[src/rtl/display_pkg.sv]
// Shared constants for the display share arbiter: FSM encodings, display geometry and
// the pattern shown when nobody owns the display.
package display_pkg;

  localparam logic [0:0] StIdle = 1'b0;
  localparam logic [0:0] StOwn  = 1'b1;

  localparam int unsigned DIGITS  = 8;
  localparam int unsigned DIGIT_W = 4;
  localparam int unsigned DISP_W  = DIGITS * DIGIT_W;

  localparam logic [DISP_W-1:0] IDLE_VALUE_DEFAULT = 32'h0000_0000;

endpackage

[src/rtl/rr_pick.sv]
// Combinational round-robin picker: finds the first asserted req after index `last`,
// wrapping around, so `last` itself is considered only after every other client.
module rr_pick #(
  parameter int unsigned NREQ = 4
) (
  input  logic [NREQ-1:0] req,
  input  logic [2:0]      last,
  output logic            found,
  output logic [2:0]      idx
);

  logic [7:0] req_pad;
  logic [3:0] cand;

  always_comb begin
    req_pad = 8'(req);
    found   = 1'b0;
    idx     = '0;
    cand    = '0;
    for (int unsigned off = 1; off <= NREQ; off++) begin
      // last < NREQ, so a single subtraction is enough to wrap
      cand = {1'b0, last} + 4'(off);
      if (cand >= 4'(NREQ)) cand = cand - 4'(NREQ);
      if (!found && req_pad[cand[2:0]]) begin
        found = 1'b1;
        idx   = cand[2:0];
      end
    end
  end

endmodule

[src/rtl/display_share_arbiter.sv]
// Grants the shared 8-digit display to one of NREQ clients round-robin, with a minimum
// hold time per owner, and registers the owner's digits toward the display multiplexer.
module display_share_arbiter
  import display_pkg::*;
#(
  parameter int unsigned       NREQ        = 4,
  parameter int unsigned       HOLD_CYCLES = 8,
  parameter int unsigned       CNT_W       = 27,
  parameter logic [DISP_W-1:0] IDLE_VALUE  = IDLE_VALUE_DEFAULT
) (
  input  logic                   clk,
  input  logic                   rst,
  input  logic [NREQ-1:0]        req,
  input  logic [DISP_W*NREQ-1:0] data,
  output logic [NREQ-1:0]        grant,
  output logic [2:0]             owner,
  output logic                   busy,
  output logic [DISP_W-1:0]      digits,
  output logic                   hold_done
);

  logic [0:0]        state_q, state_d;
  logic [CNT_W-1:0]  cnt_q, cnt_d;
  logic [NREQ-1:0]   grant_q, grant_d;
  logic [2:0]        owner_q, owner_d;
  logic [2:0]        last_q, last_d;
  logic [DISP_W-1:0] digits_q, digits_d;

  logic       hold_done_w;
  logic       owner_req;
  logic [7:0] req_pad;
  logic       pick_found;
  logic [2:0] pick_idx;
  logic       take;

  assign req_pad     = 8'(req);
  assign owner_req   = req_pad[owner_q];
  assign hold_done_w = (state_q == StOwn) && (cnt_q == CNT_W'(HOLD_CYCLES));

  // The current owner is masked out so it only ever competes as "someone else" would.
  rr_pick #(
    .NREQ (NREQ)
  ) u_rr_pick (
    .req   (req & ~grant_q),
    .last  (last_q),
    .found (pick_found),
    .idx   (pick_idx)
  );

  always_comb begin
    state_d = state_q;
    cnt_d   = cnt_q;
    grant_d = grant_q;
    owner_d = owner_q;
    last_d  = last_q;
    take    = 1'b0;

    case (state_q)
      StIdle: begin
        if (pick_found) take = 1'b1;
      end
      StOwn: begin
        if (!owner_req) begin
          if (pick_found) begin
            take = 1'b1;
          end else begin
            state_d = StIdle;
            grant_d = '0;
            owner_d = '0;
            cnt_d   = '0;
          end
        end else if (hold_done_w && pick_found) begin
          take = 1'b1;
        end else if (!hold_done_w) begin
          cnt_d = cnt_q + CNT_W'(1);
        end
      end
      default: state_d = StIdle;
    endcase

    if (take) begin
      state_d = StOwn;
      owner_d = pick_idx;
      last_d  = pick_idx;
      cnt_d   = '0;
      for (int i = 0; i < NREQ; i++) grant_d[i] = (pick_idx == 3'(i));
    end

    digits_d = IDLE_VALUE;
    if (state_d == StOwn) begin
      for (int i = 0; i < NREQ; i++) begin
        if (owner_d == 3'(i)) digits_d = data[i*DISP_W +: DISP_W];
      end
    end
  end

  always_ff @(posedge clk or posedge rst) begin
    if (rst) begin
      state_q  <= StIdle;
      cnt_q    <= '0;
      grant_q  <= '0;
      owner_q  <= '0;
      last_q   <= 3'(NREQ - 1);
      digits_q <= IDLE_VALUE;
    end else begin
      state_q  <= state_d;
      cnt_q    <= cnt_d;
      grant_q  <= grant_d;
      owner_q  <= owner_d;
      last_q   <= last_d;
      digits_q <= digits_d;
    end
  end

  assign grant     = grant_q;
  assign owner     = owner_q;
  assign busy      = (state_q == StOwn);
  assign digits    = digits_q;
  assign hold_done = hold_done_w;

endmodule
[config.mk]
export PLATFORM = sky130hd
export DESIGN_NAME = display_share_arbiter
export DESIGN_NICKNAME = d
export VERILOG_FILES = /design/src/rtl/display_pkg.sv /design/src/rtl/rr_pick.sv /design/src/rtl/display_share_arbiter.sv
export SDC_FILE = /design/constraint.sdc
export NUM_CORES = 1
export LEC_CHECK = 0
export ABC_AREA = 1
export BUFFER_PORTS_ARGS = -buffer_cell sky130_fd_sc_hd__buf_4
export CELL_PAD_IN_SITES_DETAIL_PLACEMENT = 1
export CELL_PAD_IN_SITES_GLOBAL_PLACEMENT = 2
export CORE_MARGIN = 10
export CORE_UTILIZATION = 28
export DETAILED_ROUTE_END_ITERATION = 10
export GPL_TIMING_DRIVEN = 0
export PLACE_DENSITY_LB_ADDON = 0.1
export SYNTH_ARGS = -nofsm -noshare
export SYNTH_HDL_FRONTEND = slang
export SYNTH_SLANG_ARGS = --single-unit
export TNS_END_PERCENT = 30
[constraint.sdc]
create_clock -name clk -period 5.7 [get_ports clk]
set_input_delay 0.855 -clock clk [delete_from_list [all_inputs] [get_ports clk]]
set_output_delay 0.855 -clock clk [all_outputs]
set_load 0.01 [all_outputs]
======== Word level (Yosys, flattened, before mapping) ========
Cells that the tools add are included.
operators by class
  $add $sub $neg .......................... 9
  order comparisons ....................... 9
  equality and inequality tests ........... 12
  mux-type cells .......................... 48
  bitwise operators ....................... 3
  reductions and logical operators ........ 13
operators with widths
  kind                     count
  $mux W27                 6
  $mux W32                 5
  $mux W3                  12
  $add A27 B1 Y27 const B  1
  $eq A27 B4 Y1 const B    1
  $lt A3 B4 Y1 const B     5
  $ge A4 B3 Y1 const B     4
  $mux W4                  4
  $bmux W1 S3              5
  $mux W1                  15
  $eq A3 B2 Y1 const B     4
  $sub A3 B3 Y3 const B    4
  $add A3 B2 Y4 const B    2
  $eq A3 B1 Y1 const B     2
  $logic_not A3 Y1         2
  $ne A3 B2 Y1 const B     2
  $logic_and A1 B1 Y1      5
  $add A3 B1 Y4 const B    1
  $add A3 B3 Y4 const B    1
  $and A4 B4 Y4            1
  $ne A2 B1 Y1 const B     2
  $not A4 Y4               1
  $reduce_and A4 Y1        1
  $logic_not A1 Y1         3
  other kinds (5)          5
storage, ports and cells
  flip-flop bits (word level) ............. 70
  input bits .............................. 134
  output and inout port bits .............. 41
  logic and storage cells ................. 100

======== Longest topological paths before layout ========
Gate-level depths: netlist (run 1).
  depth after elaboration ................. 26
  depth in mapped cells ................... 19

======== By module ========
From an unflattened synthesis (run 1), not the netlist that was laid out.
unflattened totals
  cell total of the unflattened synthesis .. 779
  area, all modules ....................... 5148.7 µm²
by module, submodules not included
  module                 instances  cells an instance  area an instance (µm²)  seq. area each (µm²)
  display_share_arbiter  1          722                4853.4                  1754.2
  rr_pick                1          57                 295.3                   0.0

======== Worst setup path after synthesis (run 1) ========
OpenSTA, ideal clock, no wires.
  path kind ............................... reg2reg
  start point ............................. reg last_q[0]
  end point ............................... reg digits_q[4] (netlist: digits[4])
  library setup time ...................... 0.124 ns
  data arrival time ....................... 2.472 ns
  data required time ...................... 5.576 ns
  slack ................................... 3.104 ns
  stages on the path, launching flop included .. 15
  cells stage by stage .................... dfstp_2 > inv_2 > ha_1 > inv_1 > nand3_1 > nand3_2 > nand3_1 > nor2_2 > nor2_1 > nand3_2 > a21oi_4 > clkbuf_1 > nand3b_1 > nand2_1 > a21oi_1
on the way
  word-level cells in the longest chain between the ends .. 26
ends and longest elaborated chain
  what                                                  RTL line                      text
  start, declared                                       display_share_arbiter.sv:26   logic [2:0] last_q, last_d;
  start signal, assigned                                display_share_arbiter.sv:103  last_q <= 3'(NREQ - 1);
  start signal, assigned                                display_share_arbiter.sv:110  last_q <= last_d;
  $add A3 B1 Y4                                         rr_pick.sv:22                 cand = {1'b0, last} + 4'(off);
  $ge A4 B3 Y1 / $sub A3 B3 Y3 (equally long branches)  rr_pick.sv:23                 if (cand >= 4'(NREQ)) cand = cand - 4'(NREQ);
  $mux W3                                               rr_pick.sv:23
  $bmux W1 S3                                           rr_pick.sv:24                 if (!found && req_pad[cand[2:0]]) begin
  $mux W1 (implied by the code)                         rr_pick.sv:24
  $mux W1                                               rr_pick.sv:24
  $logic_not A1 Y1                                      rr_pick.sv:24
  $logic_and A1 B1 Y1                                   rr_pick.sv:24
  (+8 left out)                                         --
  $mux W1                                               display_share_arbiter.sv:72   end else if (hold_done_w && pick_found) begin
  $mux W1                                               display_share_arbiter.sv:63   if (!owner_req) begin
  $pmux W1 S2                                           display_share_arbiter.sv:58   case (state_q)
  $mux W3                                               display_share_arbiter.sv:81   if (take) begin
  $logic_not A3 Y1                                      display_share_arbiter.sv:92   if (owner_d == 3'(i)) digits_d = data[i*DISP_W +: DISP_W];
  $mux W32 (4 in a row)                                 display_share_arbiter.sv:92
  $mux W32 (*)                                          display_share_arbiter.sv:90   if (state_d == StOwn) begin
  named net digits_d[4]                                 display_share_arbiter.sv:27   logic [DISP_W-1:0] digits_q, digits_d;
  end signal, assigned                                  display_share_arbiter.sv:111  digits_q <= digits_d;
  end, declared                                         display_share_arbiter.sv:27
Mark *: on every way through the listed nets, which the timed path passes. The rest lies on a longest branch. The select of a mux whose other input is x is not followed.
A chain may end at the register's enable or synchronous reset.

======== Worst setup path after layout (run 1) ========
  start point ............................. reg last_q[1]
  end point ............................... reg digits_q[6] (netlist: digits[6])
Same word-level chain as after synthesis.

==> impl_metrics.env, run 1 <==
export IMPL_outcome="finished, final reports clean"
export IMPL_max_stage_delay_ns=0.63
export IMPL_hold_viol=0
export IMPL_clkPwrFrac_pct=54.3
export IMPL_p_seq_share_pct=37.7
export IMPL_grt_pass1_vias=5645
export IMPL_overflow=0
export IMPL_antenna_found_initial=0
export IMPL_core_area_sq_mm=0.0158
export IMPL_finalSetupViolCount=0
export IMPL_path_max_fanout=10
export IMPL_required_ns=5.92
export IMPL_power_switching_mw=0.269
export IMPL_num_vias=5069
export IMPL_cpMostUsedCell="nand2_1"
export IMPL_place_inst=1019
export IMPL_numCtsBuffers=9
export IMPL_finalWirelength_mm=19.5
export IMPL_layout_commonest_cell="buf_4"
export IMPL_synthDistinctLibCells=36
export IMPL_drt_first_pass_iters=4
export IMPL_globalRouteTotalUtil_pct=18.0
export IMPL_arrival_ns=3.45
export IMPL_layout_nets=952
export IMPL_p_int_mw=1.05
export IMPL_reg2regPathDepth=18
export IMPL_leakage_nw=3.33
export IMPL_syn2layout_area_growth_pct=43.9
export IMPL_ir_worst_vdd_uv=133
export IMPL_utilization_pct=41.0
export IMPL_initial_utilization_pct=28.5
export IMPL_placed_area_sq_mm=0.00612
export IMPL_drc=0
export IMPL_worst_slack_ns=2.47
export IMPL_clock_sinks=70
export IMPL_synth_fp_nets=766
export IMPL_reg2reg_from="last_q[1]"
export IMPL_switching_share_pct=20.4
export IMPL_layout_common_cells="buf_4, nand2_1, dfrtp_1"
export IMPL_grt_pass1_wl_mm=31.1
export IMPL_r2r_setup_slack_ns=2.47
export IMPL_clockRootBuffer="clkbuf_16"
export IMPL_synth_area_sq_mm=0.00451
export IMPL_ant_nets=0
export IMPL_synth_area_per_cell_sq_um=7.18
export IMPL_comb_power_share_pct=8.0
export IMPL_path_clk_slew_ns=0.06
export IMPL_rsz0062_at_grt="false"
export IMPL_endpoint_kind="flip-flop"
export IMPL_whs_ns=0.450
export IMPL_routed_via_density=4.90
export IMPL_synth_seq_cells=70
export IMPL_cts_tree="built"
export IMPL_maxCapViolCount=0
export IMPL_post_cts_buffers=0
export IMPL_ys_seq_area_share_pct=38.9
export IMPL_rows=46
export IMPL_power_density_mw_per_mm2=203
export IMPL_gp_congestion=0.864
export IMPL_post_drt_wl_per_cell_um=18.8
export IMPL_insertedDiodeCount=0
export IMPL_power_total_mw=1.32
export IMPL_seq_area_sq_mm=0.00175
export IMPL_critical_path_slowest_cell="dfstp_2"
export IMPL_fin_tns_setup_ns=0
export IMPL_slew_headroom_pct=61.8
export IMPL_finalInstanceArea_sq_mm=0.00649
export IMPL_place_ws_ns=2.44
export IMPL_synthCells=628
export IMPL_stdcell_count=1035
export IMPL_ios=175
export IMPL_htreeDepth=3
export IMPL_dp_hpwl_mm=15.9
export IMPL_clk_path_buf_depth=2
export IMPL_drive_gt1_share_pct=28.4
export IMPL_fmax_mhz=309
export IMPL_fillers=2021
export IMPL_cts_resized=0
export IMPL_ys_warn_count=0
export IMPL_multi_input_area_sq_mm=0.00242
export IMPL_worstMarginPinSlew_ns=0.573
export IMPL_slew_violations=0
export IMPL_io_buffer_count=174
export IMPL_die_h_um=147
export IMPL_critPathLaunchType="flip-flop"
export IMPL_fin_skew_ns=0.00538
export IMPL_hold_class="in2async"
export IMPL_path_cells="inv_2, ha_1, inv_1, nand3_1, nand3_1, inv_2, nand3_1, nor2_1, nor2_1, nand2_1, nand2_1, nand2_1, buf_6, inv_4, clkbuf_1, nand3b_1, nand2_1, a21oi_1"
export IMPL_grt_max_degree=58
export IMPL_drtIter0Drc=184
export IMPL_r2r_end="digits[6]"
export IMPL_die_x_um=147
export IMPL_period_share_pct=56.7
export IMPL_clk_latency_ns=0.34
export IMPL_criticalPathCategory="reg2reg"
export IMPL_fin_crit_ns=3.23
export IMPL_dieArea_sq_mm=0.0216
export IMPL_ctsHoldBuffers=0
-- cells in the mapped netlist, drive strengths merged --
library cell  number  area share, %
nor3b              2           0.33
o21a               1           0.17
a21oi             35            4.2
nand2            172             15
a211oi             1           0.17
o22a               1           0.19
inv               49            4.1
o22ai              2           0.28
xor2               8            1.6
o211ai            25            4.2
nor2              60            5.4
buf               16            2.2
o21ai             55            6.1
nor3              19            2.1
nor4               5           0.69
dfstp              2            1.2
nand3             47            5.7
o32ai              1           0.19
dfrtp             68             38
nand4             13            1.8
clkbuf            13            1.2
o41ai              4           0.78
nand3b            25            4.2
ha                 4            1.1
-- cell type report --
type / count / share of cell area [%]
multi-input cells: 480 / 37.3
clock buffers: 10 / 3.68
inverters: 49 / 2.91
clock inverters: 6 / 2.04
well taps: 216 / 4.17
flip-flops and latches: 70 / 27.0
repair buffers: 175 / 20.6
plain buffers: 29 / 2.35
-- worst max path at each step --
stage	endpoint	cells past startpoint	from
6_report	digits[6]	18	last_q[1]
5_1_grt	digits[26]	18	last_q[0]
4_1_cts	digits[17]	16	last_q[0]
3_5_place_dp	digits[17]	16	req[0]
3_3_place_gp	digits[5]	2	rst
2_1_floorplan	busy	1	rst
-- state kept, by name (all words and copies together), names as in the netlist --
signal  cells
owner       3
cnt_q      27
last_q      3
grant       4
digits     32
busy        1
-- layer usage --
layer,global-route usage (%),vias up,wire length (um)
li1,-,2493,-
met1,19.8,2454,7810
met2,31.2,110,9840
met3,7.65,12,1640
met4,4.46,0,201
met5,0,-,0
-- cell families (layout without fill, tap and decap cells) --
family | count (synthesis) | after routing | synth area share, %
flip-flops | 70 | 70 | 38.9
buffers and inverters | 78 | 269 | 7.52
AO/OA/AOI/OAI | 125 | 125 | 16.3
XOR/XNOR | 8 | 8 | 1.55
AND/OR/NAND/NOR | 343 | 343 | 34.7
adder cells (fa/ha/maj) | 4 | 4 | 1.11
-- worst max-delay path: cells and delay by family (launching register included) --
| family | cells | cell delay [ns] |
|---|---|---|
| simple gates | 10 | 1.12 |
| buf+inv | 6 | 0.93 |
| compound gates | 1 | 0.07 |
| fa+ha+maj | 1 | 0.33 |
| flops | 1 | 0.63 |
-- power groups by stage --
stage          Sequential (mW)  Clock, mW  Combinational (mW)
6_report                 0.497      0.715               0.106
5_1_grt                  0.497      0.754               0.117
4_1_cts                  0.497      0.730               0.108
3_5_place_dp             0.506          0               0.108
3_3_place_gp             0.506          0               0.103
2_1_floorplan            0.506          0              0.0257
Note: power is estimated with default switching activity, not from simulation.
==> inputs of run 2 (changes only) <==
--- a/config.mk
+++ b/config.mk
@@ -5,12 +5,12 @@
 export SDC_FILE = /design/constraint.sdc
 export NUM_CORES = 1
 export LEC_CHECK = 0
-export ABC_AREA = 1
+export ABC_AREA = 0
 export BUFFER_PORTS_ARGS = -buffer_cell sky130_fd_sc_hd__buf_4
 export CELL_PAD_IN_SITES_DETAIL_PLACEMENT = 1
 export CELL_PAD_IN_SITES_GLOBAL_PLACEMENT = 2
 export CORE_MARGIN = 10
-export CORE_UTILIZATION = 28
+export CORE_UTILIZATION = 26
 export DETAILED_ROUTE_END_ITERATION = 10
 export GPL_TIMING_DRIVEN = 0
 export PLACE_DENSITY_LB_ADDON = 0.1
==> constraint.sdc (replaced) <==
create_clock -name clk -period 2.7 [get_ports clk]
set_input_delay 0.405 -clock clk [delete_from_list [all_inputs] [get_ports clk]]
set_output_delay 0.405 -clock clk [all_outputs]
set_load 0.01 [all_outputs]
==> impl_metrics.env, run 2 <==
export IMPL_period_share_pct=121
export IMPL_worst_slack_ns=-0.554
export IMPL_drc=0
export IMPL_grt_max_degree=57
export IMPL_clk_latency_ns=0.34
export IMPL_layout_commonest_cell="buf_4"
export IMPL_numCtsBuffers=9
export IMPL_rsz0062_at_grt="true"
export IMPL_io_buffer_count=174
export IMPL_ys_seq_area_share_pct=41.3
export IMPL_dieArea_sq_mm=0.0219
export IMPL_endpoint_kind="flip-flop"
export IMPL_netlist_top_cells_count="dfrtp_1, o31ai_1, nor2_1, o21ai_0"
export IMPL_r2r_setup_slack_ns=-0.55
export IMPL_largest_reg_flops=32
export IMPL_synth_area_per_cell_sq_um=9.90
export IMPL_hold_viol=0
export IMPL_drive_gt1_share_pct=53.4
export IMPL_clk_path_buf_depth=2
export IMPL_seq_area_sq_mm=0.00175
export IMPL_fmax_mhz=307
export IMPL_grt_pass1_vias=4901
export IMPL_globalRouteTotalUtil_pct=16.1
export IMPL_synth_seq_cells=70
export IMPL_synthDistinctLibCells=59
export IMPL_ios=175
export IMPL_holdPathEnd="digits[22]"
export IMPL_core_area_sq_mm=0.0159
export IMPL_cts_tree="built"
export IMPL_ys_flop_type="dfrtp_1"
export IMPL_synth_area_leader_cell="dfrtp_1"
export IMPL_htreeDepth=3
export IMPL_yosys_top_cells_area="dfrtp_1, o31ai_1, a22oi_2"
export IMPL_maxCapViolCount=0
export IMPL_syn2layout_area_growth_pct=61.7
export IMPL_utilization_pct=43.1
export IMPL_ys_warn_count=0
export IMPL_outcome="finished, violations left"
export IMPL_criticalPathCategory="reg2reg"
export IMPL_die_h_um=148
export IMPL_yosysTopAreaCellShare_pct=40.1
export IMPL_finalWirelength_mm=18.0
export IMPL_layout_common_cells="buf_4, dfrtp_1, nor2_1, a22oi_2, xor2_1"
export IMPL_initial_utilization_pct=26.6
export IMPL_reg2reg_from="last_q[0]"
export IMPL_path_max_fanout=10
export IMPL_finalSetupViolCount=58
export IMPL_dp_hpwl_mm=13.8
export IMPL_min_from="data[118]"
export IMPL_power_density_mw_per_mm2=1640
export IMPL_die_x_um=148
export IMPL_slew_headroom_pct=64.8
export IMPL_arrival_ns=3.51
export IMPL_post_drt_wl_per_cell_um=21.0
export IMPL_synth_area_sq_mm=0.00425
export IMPL_gp_congestion=0.808
export IMPL_fillers=1841
export IMPL_fin_skew_ns=0.00969
export IMPL_synthCells=429
export IMPL_hold_class="in2reg"
export IMPL_ant_nets=0
export IMPL_power_total_mw=11.2
export IMPL_clock_sinks=70
export IMPL_routed_via_density=4.98
export IMPL_rows=46
export IMPL_r2r_end="digits[18]"
export IMPL_place_ws_ns=-0.984
export IMPL_path_clk_slew_ns=0.06
export IMPL_async_reset_ff_share_pct=100
export IMPL_fin_crit_ns=3.25
export IMPL_fin_tns_setup_ns=-19.67
export IMPL_synth_edf_count=0
export IMPL_overflow=0
export IMPL_violations="negative setup slack"
export IMPL_required_ns=2.95
export IMPL_worstMarginPinSlew_ns=0.525
export IMPL_drtIter0Drc=132
export IMPL_worstHoldPathCells=3
export IMPL_reg2regPathDepth=13
export IMPL_clockRootBuffer="clkbuf_16"
export IMPL_ir_worst_vdd_uv=847
export IMPL_drt_first_pass_iters=4
export IMPL_layout_nets=775
export IMPL_num_vias=4275
export IMPL_antenna_found_initial=0
export IMPL_synth_most_common_cell="dfrtp_1"
export IMPL_grt_pass1_wl_mm=27.6
export IMPL_multi_input_area_sq_mm=0.00261
export IMPL_critPathLaunchType="flip-flop"
export IMPL_synth_fp_nets=567
export IMPL_leakage_nw=3.06
export IMPL_insertedDiodeCount=0
export IMPL_slew_violations=0
## run 2: changes by cell type in the layout (fill, tap and decap cells not counted), moves of 15 or more
cell	before	now
a22oi_2	0	28
o31ai_2	0	17
nor3_1	19	3
o21ai_0	49	9
o31ai_1	0	16
o211ai_1	25	3
a21oi_1	33	18
a21oi_2	1	16
buf_4	177	192
nand3_1	43	10
nand2_1	168	17
nand3b_1	25	2
nor2_1	55	28
inv_1	41	4
## run 2: area by class of cell
cell class / count / area share [%]
multi-input combinational: 322 / 38.0
sequential: 70 / 25.5
timing repair buffer: 198 / 23.0
buffer: 29 / 4.88
clock buffer: 13 / 3.93
tap: 216 / 3.93
inverter: 7 / 0.492
clock inverter: 3 / 0.255
## run 2: per-layer routing
| metal | vias to the layer above | global-route usage (%) | wire length [um] |
|---|---|---|---|
| met4 | 0 | 6.10 | 367 |
| met2 | 127 | 26.6 | 8780 |
| met5 | - | 0 | 0 |
| met3 | 20 | 7.63 | 1690 |
| met1 | 2095 | 17.6 | 7180 |
| li1 | 2033 | - | - |
## run 2: worst max path at each step
stage                          from    endpoint  depth (start not counted)
final                     last_q[0]  digits[18]                         13
after detailed placement  last_q[0]   digits[9]                         13
after global placement    last_q[0]  digits[19]                         14
after floorplan           last_q[0]  digits[11]                         13
after CTS                 last_q[0]  digits[28]                         14
after global routing      last_q[0]   digits[4]                         14
## run 2: cells by family after synthesis
logic type	synth area share [%]
compound gates	29.8
simple gates	15.9
flops	41.3
mux	2.77
buf+inv	4.27
xor+xnor	4.74
fa+ha+maj	1.18
## run 2: power by group
group / switching (mW) / total (mW) / leakage [nW] / internal (mW)
clock network: 0.460 / 1.15 / 0.142 / 0.695
logic: 4.44 / 8.43 / 2.03 / 3.99
registers: 0.184 / 1.65 / 0.887 / 1.47
## run 2: worst max-delay path, stage by stage (launching register included)
cell and delay, ns:
dfstp_2 0.37, buf_6 0.11, buf_4 0.12, buf_4 0.15, or3b_1 0.41, a2111o_1 0.40, a41oi_2 0.28, a21oi_1 0.13
o2111a_2 0.34, nor4_4 0.29, buf_6 0.18, buf_8 0.15, a22oi_2 0.09, a21oi_1 0.16
## run 2: stage by stage
step                      hold slack [ns]  instances  area (sq um)
after global routing                0.334        858          6870
after global placement              0.520        819          5930
final                               0.331        858          6870
after floorplan                     0.489        429          4360
after detailed placement            0.358        820          5960
after CTS                           0.319        849          6700
## run 2: repair_timing
item,CTS,global route
hold buffers,1,0
gates cloned,1,1
resized for setup,86,28
endpoints found under the hold margin,14,0
endpoints found under the setup margin,62,63
pin swaps,19,19
buffers inserted,12,8
